**src/rtl/sram_cfg_pkg.sv**
```systemverilog
// SRAM width configuration shared by the write lane mask and the
// read alignment path: encodings, widths and read side-info.
package sram_cfg_pkg;

   localparam logic [1:0] CONF_32  = 2'b00;
   localparam logic [1:0] CONF_16  = 2'b01;
   localparam logic [1:0] CONF_8   = 2'b10;
   localparam logic [1:0] CONF_ILL = 2'b11;

   localparam int LANE_W = 8;
   localparam int ROW_W  = 32;

   typedef struct packed {
      logic       v;
      logic [1:0] addr;
      logic [1:0] conf;
      logic       sext;
   } side_t;

   typedef struct packed {
      logic [ROW_W-1:0] data;
      logic             err;
   } rsp_t;

endpackage

```
**src/rtl/rd_lane_extract.sv**
```systemverilog
// Combinational lane extraction: selects a half or byte from a raw
// row, right-aligns it and zero- or sign-extends it.
module rd_lane_extract
   import sram_cfg_pkg::*;
(
   input  logic [ROW_W-1:0] rdata,
   input  logic [1:0]       addr,
   input  logic [1:0]       conf,
   input  logic             sext,
   output logic [ROW_W-1:0] data,
   output logic             err
);

   logic [2*LANE_W-1:0] half;
   logic [LANE_W-1:0]   lane;

   // select the addressed lane, then extend it to the row width
   always_comb begin
      half = addr[0] ? rdata[31:16] : rdata[15:0];
      lane = rdata[{addr, 3'b000} +: LANE_W];
      data = '0;
      err  = 1'b0;
      unique case (conf)
         CONF_32: data = rdata;
         CONF_16: data = {{16{sext & half[15]}}, half};
         CONF_8:  data = {{24{sext & lane[7]}}, lane};
         default: err  = 1'b1;
      endcase
   end

endmodule

```
**src/rtl/rd_align_8_32_3.sv**
```systemverilog
// SRAM read-return path: tracks side-info through the macro latency,
// aligns the returned lane and buffers results in a credit FIFO.
module rd_align_8_32_3
   import sram_cfg_pkg::*;
#(
   parameter int SRAM_LAT = 1,
   parameter int DEPTH    = SRAM_LAT + 1
) (
   input  logic             clk,
   input  logic             rst,
   input  logic             req_valid,
   output logic             req_ready,
   input  logic [1:0]       req_addr,
   input  logic [1:0]       req_conf,
   input  logic             req_sext,
   input  logic [ROW_W-1:0] sram_rdata,
   output logic             rsp_valid,
   input  logic             rsp_ready,
   output logic [ROW_W-1:0] rsp_data,
   output logic             rsp_err
);

   localparam int PW = (DEPTH > 1) ? $clog2(DEPTH) : 1;
   localparam int CW = $clog2(DEPTH + SRAM_LAT + 1);

   side_t            pipe [SRAM_LAT];
   rsp_t             mem  [DEPTH];
   logic [PW-1:0]    wptr;
   logic [PW-1:0]    rptr;
   logic [CW-1:0]    occ;
   logic [CW-1:0]    inflight;
   logic             accept;
   logic             push;
   logic             pop;
   logic [ROW_W-1:0] ext_data;
   logic             ext_err;

   function automatic logic [PW-1:0] nxt(input logic [PW-1:0] p);
      return (p == PW'(DEPTH - 1)) ? '0 : p + 1'b1;
   endfunction

   // count outstanding reads that still hold a FIFO credit
   always_comb begin
      inflight = '0;
      for (int i = 0; i < SRAM_LAT; i++) begin
         inflight = inflight + CW'(pipe[i].v);
      end
   end

   assign req_ready = !rst && ((inflight + occ) < CW'(DEPTH));
   assign accept    = req_valid && req_ready;
   assign push      = pipe[SRAM_LAT-1].v;
   assign rsp_valid = (occ != '0);
   assign pop       = rsp_valid && rsp_ready;
   assign rsp_data  = mem[rptr].data;
   assign rsp_err   = mem[rptr].err;

   rd_lane_extract u_extract (
      .rdata (sram_rdata),
      .addr  (pipe[SRAM_LAT-1].addr),
      .conf  (pipe[SRAM_LAT-1].conf),
      .sext  (pipe[SRAM_LAT-1].sext),
      .data  (ext_data),
      .err   (ext_err)
   );

   // side-info pipeline aligned with the macro read latency
   always_ff @(posedge clk) begin
      if (rst) begin
         for (int i = 0; i < SRAM_LAT; i++) begin
            pipe[i] <= '0;
         end
      end else begin
         pipe[0] <= '{v: accept, addr: req_addr,
                      conf: req_conf, sext: req_sext};
         for (int i = 1; i < SRAM_LAT; i++) begin
            pipe[i] <= pipe[i-1];
         end
      end
   end

   // response FIFO; credits guarantee a push never meets a full FIFO
   always_ff @(posedge clk) begin
      if (rst) begin
         wptr <= '0;
         rptr <= '0;
         occ  <= '0;
         for (int i = 0; i < DEPTH; i++) begin
            mem[i] <= '0;
         end
      end else begin
         if (push) begin
            mem[wptr] <= '{data: ext_data, err: ext_err};
            wptr      <= nxt(wptr);
         end
         if (pop) begin
            rptr <= nxt(rptr);
         end
         occ <= occ + CW'(push) - CW'(pop);
      end
   end

endmodule

```
**config.mk**
```make
export PLATFORM = sky130hd
export DESIGN_NAME = rd_align_8_32_3
export DESIGN_NICKNAME = d
export VERILOG_FILES = /design/src/rtl/sram_cfg_pkg.sv /design/src/rtl/rd_lane_extract.sv /design/src/rtl/rd_align_8_32_3.sv
export SDC_FILE = /design/constraint.sdc
export NUM_CORES = 1
export LEC_CHECK = 0
export CAP_MARGIN = 10
export CELL_PAD_IN_SITES_DETAIL_PLACEMENT = 0
export CELL_PAD_IN_SITES_GLOBAL_PLACEMENT = 1
export CORE_AREA = 2 2 107 109
export CTS_CLUSTER_DIAMETER = 100
export CTS_CLUSTER_SIZE = 14
export DETAILED_ROUTE_END_ITERATION = 7
export DIE_AREA = 0 0 109 111
export PLACE_DENSITY_LB_ADDON = 0.05
export RECOVER_POWER = 100
export SYNTH_ARGS = -nofsm -noshare
export SYNTH_HDL_FRONTEND = slang
export SYNTH_SLANG_ARGS = --single-unit
```
**constraint.sdc**
```tcl
create_clock -name clk -period 2.3 [get_ports clk]
set_clock_uncertainty 0.2 [all_clocks]
set_input_delay 0.46 -clock clk [delete_from_list [all_inputs] [get_ports clk]]
set_output_delay 0.46 -clock clk [all_outputs]
set_load 0.02 [all_outputs]
```
==> summary.txt <==
WL final: 10800 um
clock-pin slew on the worst setup and hold paths: 0.06 ns
total CTS buffers: 9
Initial Util: 0.368
CP Capture Type: output port
Post-Synthesis Net Count: 369
# Max-Cap Violations: 0
first-pass GRT wire length: 16800 um
critical path's slowest cell: dlygate4sd3_1
largest cells by area after synthesis: edfxtp_1 (49%), mux2_2 (11%), nand3_1 (6.4%)
Max Transition Viols Final: 0
Sw Pwr: 1320 uW
nets: 458
Horiz. Die Dim: 109 um
Yosys cell types: 39
hold depth: 2
TritonCTS clock tree: yes
Pint: 3360 uW
Critical Path Stages: 2
layout cells sized above 1: 0.245
Clk pwr share: 0.343
area grow syn2layout: 30.6%
crit-path leading delay family: buffers and inverters
Critical Path RT: 1.64 ns
antenna diode count: 0
Switching Share: 0.282
Largest stage delay, worst path: 0.65 ns
CP Launch Type: flip-flop
largest net degree at the start of global routing: 33
worst-path cell chain: or2_2 > dlygate4sd3_1
placement-stage worst setup slack: -0.0809 ns
Synth area leader: edfxtp_1
cells after synthesis: 326
setup TNS: 0 ns
logic gate share of total power: 0.282
Reg power frac: 0.375
Final GP Congestion: 0.764
PwrDens: 877 mW/mm^2
die height: 111 um
root buffer cell: clkbuf_16
remaining antenna violation count after routing: 0
total track usage: 0.189
Main synth FF type: edfxtp_1
Mapped Area: 0.00408 sq mm
Detailed Place HPWL: 7690 um
WP buf/inv: 1
Placed Instance Area: 0.00517 sq mm
initial antenna violation count: 0
clk buf depth: 2
residual DRC count: 0
Slew HR: 0.364
vias in the first global route: 2953
synthesis warning total: 0
register area share after synthesis: 0.540
Post-synth EDFFs: 66
Clock H-tree levels: 3
Max FO, Critical Path: 2
first-pass detailed-route iteration total: 4
Ports: 76
Async SR Flop Fraction: 0
min cycle time layout: 2.25 ns
actual slew at the worst max-slew pin: 0.952 ns
FMAX: 445 MHz
Hold Crit Class: reg -> reg
final setup fails: 0
# port buffers: 75
DR WL/cell: 19.3 um
vias per std cell: 5.21
R2R depth: 6
crit path kind: reg -> out
Final Cell Area: 0.00533 sq mm
clk sinks: 77
core area: 0.0111 sq mm
most common cell in the netlist: edfxtp_1
Iteration-0 DRC Markers: 176
placed cell count: 547
Final period util: 0.976
grt total ovfl: 0
leak pwr: 0.00231 uW
Final Hold Fails: 0
Die ar.: 0.0121 sq mm
Post-Syn Area per Cell: 12.5 sq um
Critical Path AT: 1.59 ns
proportion of netlist area held by the largest area contributor: 0.486
final worst slack: 0.0549 ns
row cnt: 39
number of synthesized register bits: 77
final cell count without fillers: 563
synth cell count leaders: edfxtp_1 (66), nand3_1 (52), mux2_2 (40)
clk_lat worst skew: 0.33 ns
postcts setup bufs: 0
worst vdd ir: 436 uV
status: completed
RSZ-0062 raised after global routing: no
Vias: 2935
==> routing by layer <==
metal | wire, um | share of wire | track usage | vias to the layer above
met1 | 5030 | 0.46 | 0.261 | 1449
met2 | 5180 | 0.48 | 0.296 | 79
met5 | 0 | 0 | 0 | -
li1 | - | - | - | 1397
met3 | 455 | 0.042 | 0.0270 | 10
met4 | 172 | 0.016 | 0.0761 | 0
==> power by group through the flow <==
stage	Combinational (uW)	Sequential [uW]	Clock, uW
after floorplan	847	1750	0
after global placement	1500	1780	0
after detailed placement	1500	1780	0
after CTS	1380	1760	1640
after global routing	1420	1770	1680
final	1320	1750	1600
==> cells in the final DEF, fill, tap and decap left out, types with 5 or more instances in the layout <==
cell type / Yosys / routed
clkdlybuf4s50_1: 0 / 39
dlygate4sd2_1: 0 / 34
nor2b_1: 7 / 7
nand3_1: 52 / 58
clkbuf_16: 0 / 9
o221a_2: 6 / 6
dfxtp_1: 11 / 10
mux2_2: 40 / 38
nand3_2: 12 / 6
edfxtp_1: 66 / 66
clkbuf_1: 7 / 6
buf_12: 0 / 5
clkbuf_2: 0 / 5
mux2i_1: 21 / 22
o21ai_0: 8 / 12
nor2_1: 24 / 23
buf_4: 3 / 13
nand2_1: 14 / 14
==> final cells by class <==
| type | count | area (sq um) |
|---|---|---|
| Clock buffer | 11 | 233 |
| Clock inverter | 5 | 98.8 |
| Timing Repair Buffer | 102 | 946 |
| Inverter | 1 | 3.75 |
| Tap cell | 143 | 179 |
| Sequential cell | 77 | 2200 |
| Multi-Input combinational cell | 224 | 1660 |
| Fill cell | 1028 | 5750 |
==> flip-flops by register name, indices dropped and copies added, names as in the netlist, named ones only <==
signal	cells
rptr	1
pipe	6
mem	66
wptr	1
occ	2
==> worst paths after layout <==
| kind | from | end | slack, ns |
|---|---|---|---|
| hold reg to reg | wptr | wptr | 0.29 |
| setup reg to reg | pipe[0][3] | mem[1][23] | 0.20 |
| hold / removal | wptr | wptr | 0.29 |
| setup / recovery | occ[0] | rsp_valid | 0.05 |
==> worst reg2reg max path, delay by kind of cell, from the launching register on <==
family                 cells  cell delay [ns]
buffers and inverters      2             0.51
flip-flops                 1             0.49
AND/OR/NAND/NOR            3             0.32
AO/OA/AOI/OAI              1             0.30
==> stage by stage <==
stage | utilization | power [uW] | hold WS (ns)
2_1_floorplan | - | 2600 | 0.258
3_3_place_gp | 0.467 | 3280 | 0.265
3_5_place_dp | 0.467 | 3280 | 0.275
4_1_cts | 0.493 | 4770 | 0.287
5_1_grt | 0.481 | 4860 | 0.340
6_report | 0.481 | 4670 | 0.292
==> timing repair <==
item                                    in CTS  in global routing
hold buffers                                 0                  0
endpoints found under the setup margin      34                  0
gates resized for setup                     35                  0
==> cell families after synthesis <==
logic type	Yosys count	share of synthesized area
adder cells (fa/ha/maj)	2	0.00613
XOR/XNOR	3	0.00644
AND/OR/NAND/NOR	127	0.176
buffers and inverters	25	0.0408
AO/OA/AOI/OAI	29	0.0598
multiplexers	63	0.171
flip-flops	77	0.540
(Power assumes the default switching activity.)
